## config.mk

```make
export PLATFORM = sky130hd
export DESIGN_NAME = pixel_frame_scheduler
export DESIGN_NICKNAME = d
export VERILOG_FILES = /design/src/rtl/pixel_frame_scheduler.sv
export SDC_FILE = /design/constraint.sdc
export NUM_CORES = 1
export LEC_CHECK = 0
export CORE_ASPECT_RATIO = 1.25
export CORE_MARGIN = 5
export CORE_UTILIZATION = 45
export CTS_CLUSTER_DIAMETER = 150
export DETAILED_ROUTE_END_ITERATION = 10
export PLACE_DENSITY_LB_ADDON = 0.08
export SYNTH_ARGS = -nofsm -noshare
export SYNTH_HDL_FRONTEND = slang
export SYNTH_SLANG_ARGS = --single-unit
```

## constraint.sdc

```tcl
create_clock -name clk -period 4.6 [get_ports clk]
set_clock_uncertainty 0.2 [all_clocks]
set_input_delay 0.92 -clock clk [delete_from_list [all_inputs] [get_ports clk]]
set_output_delay 0.92 -clock clk [all_outputs]
set_load 0.03 [all_outputs]
```

## src/rtl/pixel_frame_scheduler.sv

```systemverilog
// Frame-level sequencer for the pixel uploader DMA: restarts it on each frame boundary,
// double-buffers between two frame buffers and tracks uploader read errors.
module pixel_frame_scheduler #(
  parameter int GAP_CYCLES = 4
) (
  input  logic        clk,
  input  logic        rst_n,
  input  logic        cfg_run,
  input  logic [31:0] cfg_buf0_addr,
  input  logic [31:0] cfg_buf1_addr,
  input  logic [31:0] cfg_frame_size,
  input  logic        cfg_word_mode,
  input  logic        cfg_transform,
  input  logic        frame_start,
  input  logic        host_swap_req,
  input  logic        up_read_error,
  output logic        up_enable,
  output logic [31:0] up_base_address,
  output logic [31:0] up_total_size,
  output logic        up_word_mode,
  output logic        up_transform,
  output logic        fifo_flush,
  output logic        front_buf,
  output logic        swap_done,
  output logic        err_irq,
  output logic [7:0]  err_count,
  output logic [15:0] frame_cnt
);

  localparam logic [1:0] ST_IDLE    = 2'd0;
  localparam logic [1:0] ST_RESTART = 2'd1;
  localparam logic [1:0] ST_RUN     = 2'd2;
  localparam logic [1:0] ST_ERROR   = 2'd3;

  localparam logic [3:0] GAP_LOAD = 4'(GAP_CYCLES - 1);

  logic [1:0] state;
  logic [3:0] gap_cnt;
  logic       swap_pending;
  logic       restart_entry;
  logic       new_front;

  // A read error in RUN takes precedence over a simultaneous frame boundary.
  always_comb begin
    restart_entry = 1'b0;
    if (cfg_run && frame_start) begin
      case (state)
        ST_RUN:  restart_entry = !up_read_error;
        default: restart_entry = 1'b1;
      endcase
    end
  end

  assign new_front = swap_pending ? ~front_buf : front_buf;

  always_ff @(posedge clk or negedge rst_n) begin
    if (!rst_n) begin
      state           <= ST_IDLE;
      gap_cnt         <= 4'd0;
      swap_pending    <= 1'b0;
      up_enable       <= 1'b0;
      up_base_address <= 32'd0;
      up_total_size   <= 32'd0;
      up_word_mode    <= 1'b0;
      up_transform    <= 1'b0;
      fifo_flush      <= 1'b0;
      front_buf       <= 1'b0;
      swap_done       <= 1'b0;
      err_irq         <= 1'b0;
      err_count       <= 8'd0;
      frame_cnt       <= 16'd0;
    end else begin
      fifo_flush <= 1'b0;
      swap_done  <= 1'b0;
      err_irq    <= 1'b0;

      // A request arriving on the restart edge survives for the next restart.
      if (host_swap_req) begin
        swap_pending <= 1'b1;
      end else if (restart_entry) begin
        swap_pending <= 1'b0;
      end

      if (!cfg_run) begin
        state     <= ST_IDLE;
        up_enable <= 1'b0;
      end else if (restart_entry) begin
        state           <= ST_RESTART;
        up_enable       <= 1'b0;
        front_buf       <= new_front;
        swap_done       <= swap_pending;
        up_base_address <= new_front ? cfg_buf1_addr : cfg_buf0_addr;
        up_total_size   <= cfg_frame_size;
        up_word_mode    <= cfg_word_mode;
        up_transform    <= cfg_transform;
        fifo_flush      <= 1'b1;
        gap_cnt         <= GAP_LOAD;
      end else begin
        case (state)
          ST_RESTART: begin
            if (gap_cnt == 4'd0) begin
              state     <= ST_RUN;
              up_enable <= 1'b1;
              frame_cnt <= frame_cnt + 16'd1;
            end else begin
              gap_cnt <= gap_cnt - 4'd1;
            end
          end
          ST_RUN: begin
            if (up_read_error) begin
              state     <= ST_ERROR;
              up_enable <= 1'b0;
              err_irq   <= 1'b1;
              if (err_count != 8'hFF) begin
                err_count <= err_count + 8'd1;
              end
            end
          end
          default: ;
        endcase
      end
    end
  end

endmodule

```

* Word-level counts from Yosys, hierarchy flattened
Cells that the tools add are included.
Word-level totals: bits in registers 102, output and inout port bits 95, bits of input ports 104, logic and storage cells 63
Operators by class: multiplexer cells 27, bitwise logic cells 2, add/subtract/negate cells 3, equality and inequality tests 7, reduce and logical (&&, ||, !) cells 10
Operator list (number):
- 32-bit 2-to-1 mux | 1
- 1-bit 2-to-1 mux | 17
- 16-bit by 1-bit adder with 16-bit output, second input constant | 1
- 4-bit 2-to-1 mux | 3
- 8-bit by 1-bit adder with 8-bit output, second input constant | 1
- 2-bit 2-to-1 mux | 4
- 4-bit != test, second input constant | 2
- 8-bit != test, second input constant | 1
- 3-bit AND reduction | 2
- 5-bit AND reduction | 1
- 4-bit logical NOT | 1
- 4-bit by 1-bit != test with 1-bit output, second input constant | 1
- 2-bit one-hot mux with 2 select lines | 1
- 4-bit AND reduction | 1
- 2-bit nonzero test | 2
- 4-bit by 1-bit subtractor with 4-bit output, second input constant | 1
- 2-bit by 1-bit equality test with 1-bit output, second input constant | 1
- 2-bit equality test, second input constant | 1
- 2-bit != test, second input constant | 1
- 1-bit inverter | 2
- 1-bit one-hot mux with 2 select lines | 1
- 2-bit AND reduction | 1
- 1-bit logical AND | 1
- 1-bit logical NOT | 1

* Longest topological paths before layout
Gate-level depths: netlist of the first run.
depth after elaboration 5, gate-level depth with buffers 9, mapped depth without buffers 7

* Worst setup path before layout of the first run
Ideal clock, no wire load.
path type input to register, from input port cfg_run, to register err_count[5], arrival 2.161 ns, data required time 4.266 ns, path buffers 1, slack 2.105 ns, stages 5, cells stage by stage clkbuf_1 -> and3_1 -> o21a_1 -> or3b_2 -> xnor2_1
Between the ends: longest elaborated chain between the ends 4
RTL lines:
- start, declared | line 8 | input logic cfg_run,
- 1-bit logical AND | line 46 | if (cfg_run && frame_start) begin
- 1-bit 2-to-1 mux | line 46
- 1-bit inverter (no line)
- 5-bit AND reduction (no line) *
- end signal, assigned | line 115 | err_count <= err_count + 8'd1;
- end, declared | line 26 | output logic [7:0] err_count,
Mark *: on every way between the ends. The rest lies on a longest branch, timed or not. A chain may end at the register's enable or synchronous reset.

* Final worst setup path of the first run
from input port cfg_run, to register frame_cnt[14]
Between the ends: longest elaborated chain between the ends 4
RTL lines:
- 1-bit logical AND | line 46
- 1-bit 2-to-1 mux | line 46
- 1-bit inverter (no line)
- 4-bit AND reduction (no line) *
- end signal, assigned | line 104 | frame_cnt <= frame_cnt + 16'd1;
- end, declared | line 27 | output logic [15:0] frame_cnt
Marked as above.

==> impl_metrics.yaml, run 1 <==
status:
  outcome: "completed"
grt:
  grt-ovfl-total: 0
  track_usage_pct: 19.89
  grt_pass1_vias: 3734
  antenna_found_initial: 0
  grt_pass1_wl_um: 18760
  grt_max_degree: 94
hold_path:
  min_path_type: "flip-flop to flip-flop"
  hold_start: "up_total_size[2]"
logic_synthesis:
  netlist_area_um2: 4388
  synthFlopType: "dfrtp_1"
  synthArstFlopShare_pct: 100.0
  yosys_warnings: 0
  synthCells: 428
  synth_seq_cells: 102
  synth_top_area_share_pct: 58.17
  netlist_top_cells_area: "dfrtp_1 (58%), nand2_1 (12%), mux2i_1 (7.3%), o21ai_0 (3.6%), xnor2_1 (3.0%)"
  yosysTopAreaCell: "dfrtp_1"
  yosys-top-cells-count: "nand2_1 (146), dfrtp_1 (102), mux2i_1 (32), o21ai_0 (32), xnor2_1 (15)"
  syn_nets: 538
  synth_cell_types: 35
  yosysSeqAreaShare_pct: 58.17
  synth.avg_cell_area_um2: 10.25
  synth-edff-count: 0
  yosysMostFrequentCell: "nand2_1"
clocking:
  h-tree-depth: 3
  cts_buffer_depth: 2
  cts_tree: "done"
  cts-resized-gates: 0
  post_cts_buffers: 0
  clockRootBuffer: "clkbuf_16"
  numCtsBuffers: 9
  clkTransAtPathRegs_ns: 0.06
  cts.hold.buffers_added: 0
  clkLatencyLatePin_ns: 0.33
  cts.sinks: 102
final_layout:
  n_antenna_cell: 0
  fillers: 732
  drive_gt1_share_pct: 4.487
  final_core_util_pct: 70.71
  area_growth_pct: 54.03
  fin_nets: 730
critical_path:
  worstSetupStartpoint: "cfg_run"
  cp-start-kind: "input pin"
  critPathKind: "input pin to flip-flop"
  reg2reg_setup_slack_ns: 1.94
  worstPathArrival_ns: 3.01
  cp.required_ns: 4.62
  worstPathMaxFanout: 11
  r2r-end: "frame_cnt[14]"
  rr_startpoint: "gap_cnt[0]"
  crit_path_end_kind: "flip-flop"
  endpoint: "frame_cnt[14]"
  r2r_cells: 6
drt:
  drt-wirelength-per-cell_um: 15.50
  drt-pass1-iter-count: 4
  vias: 3619
  drc: 0
  drtAntennaViolNets: 0
  routed_wl_um: 11630
  drt-initial-drc-count: 155
  avgViaCountPerCell: 4.825
timing:
  tightest_slew_ns: 0.9982
  slew_headroom_pct: 32.84
  period_share_pct: 64.88
  finalHoldViolCount: 0
  drv_slew: 0
  grt_setup_unrepaired: "no"
  tns_ns: 0
  layout_min_cycle_time_ns: 2.984
  finalSetupViolCount: 0
  fmax_mhz: 335.1
floorplan:
  dieArea_um2: 11840
  rows: 40
  die_w_um: 98.32
  initial_core_util_pct: 45.90
  ios: 199
  die_y_um: 120.4
  coreArea_um2: 9559
pwr:
  p_leak_nw: 3.156
  worst_ir_drop_vdd_mv: 0.3179
  p_per_area_nw_per_um2: 445.6
place:
  dpl.hpwl_um: 8682
  io_buffers: 198
  gp_congestion: 0.8104
job:
  drv_cap: 0
[state kept, by name, summed over array words and instances, names as in the netlist]
register	flops
frame_cnt	16
gap_cnt	4
state	2
up_base_address	32
swap_done	1
swap_pending	1
fifo_flush	1
up_total_size	32
up_word_mode	1
up_enable	1
err_irq	1
err_count	8
up_transform	1
front_buf	1
[worst max-delay path: stages]
cell and delay, ns:
clkdlybuf4s50_1 0.69, nand2_1 0.13, nor4_1 0.87, nand4_1 0.23, xnor2_1 0.18
[per-stage QoR]
step	instance area [µm²]	total power [mW]	hold WS (ns)	std cells	setup slack [ns]
after floorplan	4388	1.799	0.2848	428	2.105
after global placement	6471	2.291	0.2568	735	1.328
after detailed placement	6471	2.315	0.2614	735	1.303
after CTS	6759	3.052	0.2746	750	1.657
after global routing	6759	3.176	0.2960	750	1.450
final	6759	3.012	0.2696	750	1.616
[cell families after synthesis]
logic type | Yosys count | share of synthesized area (%)
buf+inv | 28 | 2.652
simple gates | 191 | 19.22
flops | 102 | 58.17
fa+ha+maj | 6 | 1.711
compound gates | 40 | 5.047
mux | 34 | 7.813
xor+xnor | 27 | 5.389
[cell usage in the layout (no fill, tap or decap), drive strengths merged, types with 4 or more instances in the layout]
| cell | instances |
|---|---|
| buf | 4 |
| and3 | 4 |
| ha | 6 |
| xor2 | 12 |
| clkdlybuf4s50 | 197 |
| dfrtp | 102 |
| xnor2 | 15 |
| nand4 | 10 |
| mux2i | 32 |
| nor3 | 5 |
| nor2 | 7 |
| inv | 8 |
| nor3b | 4 |
| o21ai | 32 |
| nand2 | 146 |
| nand3 | 8 |
| clkbuf | 15 |
[per-layer routing]
layer / vias to the layer above / track usage [%] / share of wire, %
met2: 139 / 32.19 / 48
met4: 0 / 7.003 / 1.7
met1: 1676 / 24.68 / 42
met5: - / 0 / 0
met3: 17 / 7.040 / 8.2
li1: 1787 / - / -
[worst min-delay path by stage]
stage                                   to  slack (ns)  cells past startpoint
final                     up_total_size[2]        0.27                      2
after global routing      up_total_size[1]        0.30                      2
after CTS                    frame_cnt[15]        0.27                      1
after detailed placement  up_total_size[1]        0.26                      2
after global placement    up_total_size[2]        0.26                      2
after floorplan               swap_pending        0.28                      1
[power breakdown]
group          total [mW]  switching, mW  internal [mW]
clock network       0.724          0.300          0.424
registers            1.15         0.0975           1.05
logic                1.14          0.637          0.500
total                3.01           1.03           1.98
[final cells by class]
cell class	count	area [µm²]	share of cell area, %
Inverter	8	30.03	0.4443
Multi-Input combinational cell	298	1729	25.58
Tap cell	126	157.7	2.332
Clock buffer	15	287.8	4.258
Sequential cell	102	2552	37.76
Timing Repair Buffer	201	2002	29.62
(Power assumes the default switching activity.)
==> run 2: changes to the inputs <==
CORE_UTILIZATION = 42   (was 45)
clock period = 2.98 ns   (was 4.6 ns; I/O delays follow)
==> impl_metrics.yaml, run 2 (synthesis results as in run 1) <==
grt:
  track_usage_pct: 19.38
  grt_pass1_wl_um: 19360
  grt_max_degree: 41
  grt-ovfl-total: 0
  grt_pass1_vias: 3878
  antenna_found_initial: 0
pwr:
  worst_ir_drop_vdd_mv: 0.3810
  finalPower_mw: 4.695
  p_sw_mw: 1.594
  clkPwrFrac_pct: 24.9
  p_leak_nw: 3.219
  power_frac_comb_pct: 37.4
  p_int_mw: 3.101
  sw_frac_of_total_pct: 33.96
  p_seq_share_pct: 37.7
  p_per_area_nw_per_um2: 683.7
floorplan:
  initial_core_util_pct: 43.20
  coreArea_um2: 10160
  rows: 41
  die_y_um: 124.3
  die_w_um: 101.4
  ios: 199
  dieArea_um2: 12600
critical_path:
  r2r_cells: 6
  critPathKind: "flip-flop to flip-flop"
  cp_cell_sequence: "inv_1 > ha_1 > or3b_1 > or4b_4 > nor3_2 > xor2_1"
  cp_num_buf_inv: 1
  crit_path_end_kind: "flip-flop"
  cp-start-kind: "flip-flop"
  worstPathArrival_ns: 2.47
  max_stage_delay_ns: 0.64
  crit_family: "simple AND/OR/NAND/NOR gates"
  crit_cells: 6
  cp.required_ns: 3.04
  cpMaxStageDelayCell: "or4b_4"
  worstPathMaxFanout: 7
timing:
  tns_ns: 0
  period_share_pct: 80.90
  drv_slew: 0
  slew_headroom_pct: 64.01
  tightest_slew_ns: 0.5398
  grt_setup_unrepaired: "no"
  fmax_mhz: 414.8
  finalSetupViolCount: 0
  finalHoldViolCount: 0
  fin_ws_ns: 0.5690
  layout_min_cycle_time_ns: 2.411
drt:
  drt-initial-drc-count: 115
  avgViaCountPerCell: 4.795
  vias: 3654
  drt-wirelength-per-cell_um: 15.37
  drc: 0
  routed_wl_um: 11710
  drtAntennaViolNets: 0
  drt-pass1-iter-count: 4
clocking:
  cts_buffer_depth: 2
  numCtsBuffers: 9
  cts_tree: "done"
  clkTransAtPathRegs_ns: 0.06
  post_cts_buffers: 0
  cts.sinks: 102
  cts.hold.buffers_added: 0
  cts-resized-gates: 0
  h-tree-depth: 3
  clockRootBuffer: "clkbuf_16"
  clkLatencyLatePin_ns: 0.33
final_layout:
  layout_common_cells: "clkdlybuf4s50_1 (197), nand2_1 (145), dfrtp_1 (102)"
  fin_nets: 738
  stdcell_area_um2: 6867
  drive_gt1_share_pct: 6.003
  layout_commonest_cell: "clkdlybuf4s50_1"
  n_antenna_cell: 0
  largestRegisters: "up_base_address (32), up_total_size (32), frame_cnt (16)"
  area_growth_pct: 56.49
  final_core_util_pct: 67.60
place:
  post-place-ws_ns: 0.4262
  dpl.hpwl_um: 9125
  io_buffers: 198
  gp_congestion: 0.7633
  placed_cell_area_um2: 6565
status:
  outcome: "completed"
job:
  drv_cap: 0
hold_path:
  min_path_type: "input pin to asynchronous set/reset pin"
run 2: changes by cell type in the layout (fill, tap and decap cells not counted):
cell	previous run	this run
clkinv_2	0	3
bufinv_16	0	1
clkbuf_1	2	1
clkbuf_8	4	2
nand2_2	1	0
buf_12	0	2
buf_4	4	10
nand2_4	0	1
run 2: worst paths after layout:
kind / from / end / slack, ns
min reg2reg: up_total_size[4] / up_total_size[4] / 0.27
max in group asynchronous: rst_n / up_total_size[18] / 1.84
max reg2reg: gap_cnt[0] / frame_cnt[11] / 0.57
min: rst_n / up_base_address[16] / 0.02
min in group clk: up_total_size[4] / up_total_size[4] / 0.27
max: gap_cnt[0] / frame_cnt[11] / 0.57
run 2: per-layer routing:
metal  wire [µm]  track usage, %
met4         334           8.764
met2        5787           32.47
met3        1177           6.835
met1        4410           21.76
met5           0               0
run 2: layout make-up:
cell class	instances	area, µm²
multi-input cells	298	1734
well taps	129	161.4
repair buffers	209	2087
clock buffers	12	256.5
fillers	819	3291
flip-flops and latches	102	2552
clock inverters	4	45.04
inverters	8	30.03
run 2: per-stage QoR:
stage                     hold WS, ns  cells
after floorplan                0.1004    428
after global placement         0.2567    746
after detailed placement       0.2618    746
after CTS                     0.02486    762
after global routing          0.05125    762
final                         0.01767    762
run 2: power groups by stage:
| stage | Clock, mW | Sequential (mW) | Combinational (mW) |
|---|---|---|---|
| after floorplan | 0 | 2.23 | 0.542 |
| after global placement | 0 | 1.79 | 1.76 |
| after detailed placement | 0 | 1.80 | 1.78 |
| after CTS | 1.21 | 1.77 | 1.79 |
| after global routing | 1.27 | 1.81 | 1.89 |
| final | 1.17 | 1.77 | 1.76 |
run 2: worst register-to-register path: cells and delay by family, from the launching register on:
family                     cells  cell delay, ns
xor gates and xnor gates       1            0.17
and+or+nand+nor                3            1.31
adders and majority gates      1            0.15
buffers and inverters          1            0.11
DFF                            1            0.38
==> run 3: changes to the inputs <==
clock period = 2.4 ns   (was 2.98 ns; I/O delays follow)
==> impl_metrics.yaml, run 3 (synthesis results as in run 1) <==
floorplan:
  initial_core_util_pct: 43.20
  die_y_um: 124.3
  ios: 199
  coreArea_um2: 10160
  dieArea_um2: 12600
  rows: 41
  die_w_um: 101.4
critical_path:
  worstPathArrival_ns: 2.29
  critPathKind: "flip-flop to flip-flop"
  worstPathMaxFanout: 7
  r2r_cells: 6
  cp-start-kind: "flip-flop"
  crit_path_end_kind: "flip-flop"
  worstSetupStartpoint: "gap_cnt[0]"
  rr_startpoint: "gap_cnt[0]"
  r2r-end: "frame_cnt[11]"
  cp.required_ns: 2.46
  endpoint: "frame_cnt[11]"
  reg2reg_setup_slack_ns: 0.17
grt:
  grt-ovfl-total: 0
  grt_pass1_wl_um: 19290
  track_usage_pct: 19.30
  grt_max_degree: 47
  grt_pass1_vias: 3868
  antenna_found_initial: 0
timing:
  grt_setup_unrepaired: "no"
  fin_hold_ws_ns: 0.2746
  period_share_pct: 92.97
  finalHoldViolCount: 0
  slew_headroom_pct: 71.82
  fmax_mhz: 448.2
  tightest_slew_ns: 0.4227
  finalSetupViolCount: 0
  layout_min_cycle_time_ns: 2.231
  drv_slew: 0
  tns_ns: 0
final_layout:
  seq_area_um2: 2552
  layout_commonest_cell: "clkdlybuf4s50_1"
  stdcell_area_um2: 7018
  fin_nets: 746
  n_antenna_cell: 0
  layout_common_cells: "clkdlybuf4s50_1 (197), nand2_1 (145), dfrtp_1 (102)"
  multiInputGateArea_um2: 1740
  largestRegisters: "up_base_address (32), up_total_size (32), frame_cnt (16)"
  area_growth_pct: 59.94
  drive_gt1_share_pct: 7.488
  fillers: 788
  final_core_util_pct: 69.09
clocking:
  clockRootBuffer: "clkbuf_16"
  numCtsBuffers: 9
  cts_buffer_depth: 2
  h-tree-depth: 3
  clkTransAtPathRegs_ns: 0.07
  clkLatencyLatePin_ns: 0.33
  cts.sinks: 102
  cts_tree: "done"
drt:
  drt-pass1-iter-count: 4
  wl_met3_um: 1148
  drc: 0
  drt-wirelength-per-cell_um: 15.45
  drtAntennaViolNets: 0
  drt-initial-drc-count: 106
  wl_met2_um: 6071
  maxUsedRoutingLayer: "met4"
  drt-met1-wl_um: 4505
  routed_wl_um: 11890
  avgViaCountPerCell: 4.799
  vias: 3695
pwr:
  p_per_area_nw_per_um2: 857.4
  finalPower_mw: 6.017
  worst_ir_drop_vdd_mv: 0.4692
  p_leak_nw: 3.286
place:
  dpl.hpwl_um: 9403
  gp_congestion: 0.7696
  io_buffers: 198
  placed_cell_area_um2: 6668
status:
  outcome: "completed"
hold_path:
  min_path_type: "flip-flop to flip-flop"
job:
  drv_cap: 0
## run 3: what timing repair did
| action | 4_1_cts | 5_1_grt |
|---|---|---|
| gates resized for setup | 0 | 2 |
| endpoints found under the hold margin | 29 | 0 |
| hold buffers | 1 | 0 |
| setup buffers | 0 | 0 |
| endpoints found under the setup margin | 0 | 5 |
## run 3: critical path, stage by stage, from the launching register on
cell     delay (ns)
dfrtp_1        0.39
inv_2          0.09
ha_1           0.14
or3b_1         0.38
or4b_4         0.58
nor3_2         0.20
xor2_1         0.17
## run 3: worst min-delay path by stage
stage / startpoint / end / slack [ns] / cells past startpoint
floorplan: rst_n / err_count[0] / -0.02 / 0
global placement: rst_n / up_base_address[20] / 0.23 / 1
detailed placement: rst_n / up_base_address[20] / 0.25 / 1
CTS: up_total_size[6] / up_total_size[6] / 0.28 / 2
global route: up_base_address[17] / up_base_address[17] / 0.30 / 2
finish: up_total_size[6] / up_total_size[6] / 0.27 / 2
## run 3: stage by stage
| step | std cells | worst slack [ns] |
|---|---|---|
| final | 770 | 0.1686 |
| after global routing | 770 | 0.03435 |
| after CTS | 770 | 0.06899 |
| after detailed placement | 753 | 0.02686 |
| after global placement | 753 | 0.04996 |
| after floorplan | 428 | 0.09588 |
## run 3: layer usage
layer	GRT usage (%)	vias to the layer above
met3	7.171	15
met5	0	-
met1	22.37	1719
met2	33.01	133
li1	-	1828
met4	5.321	0
## run 3: power breakdown
group,total (mW),internal (mW),switching [mW]
Combinational,2.25,1.02,1.23
Clock,1.57,0.970,0.597
Sequential,2.20,2.02,0.181
Total,6.02,4.01,2.01
## run 3: layout make-up
type / count / area share (%)
clock buffers: 11 / 3.601
clock inverters: 5 / 1.159
inverters: 8 / 0.4279
multi-input cells: 298 / 24.80
flip-flops and latches: 102 / 36.37
well taps: 129 / 2.300
repair buffers: 217 / 31.34
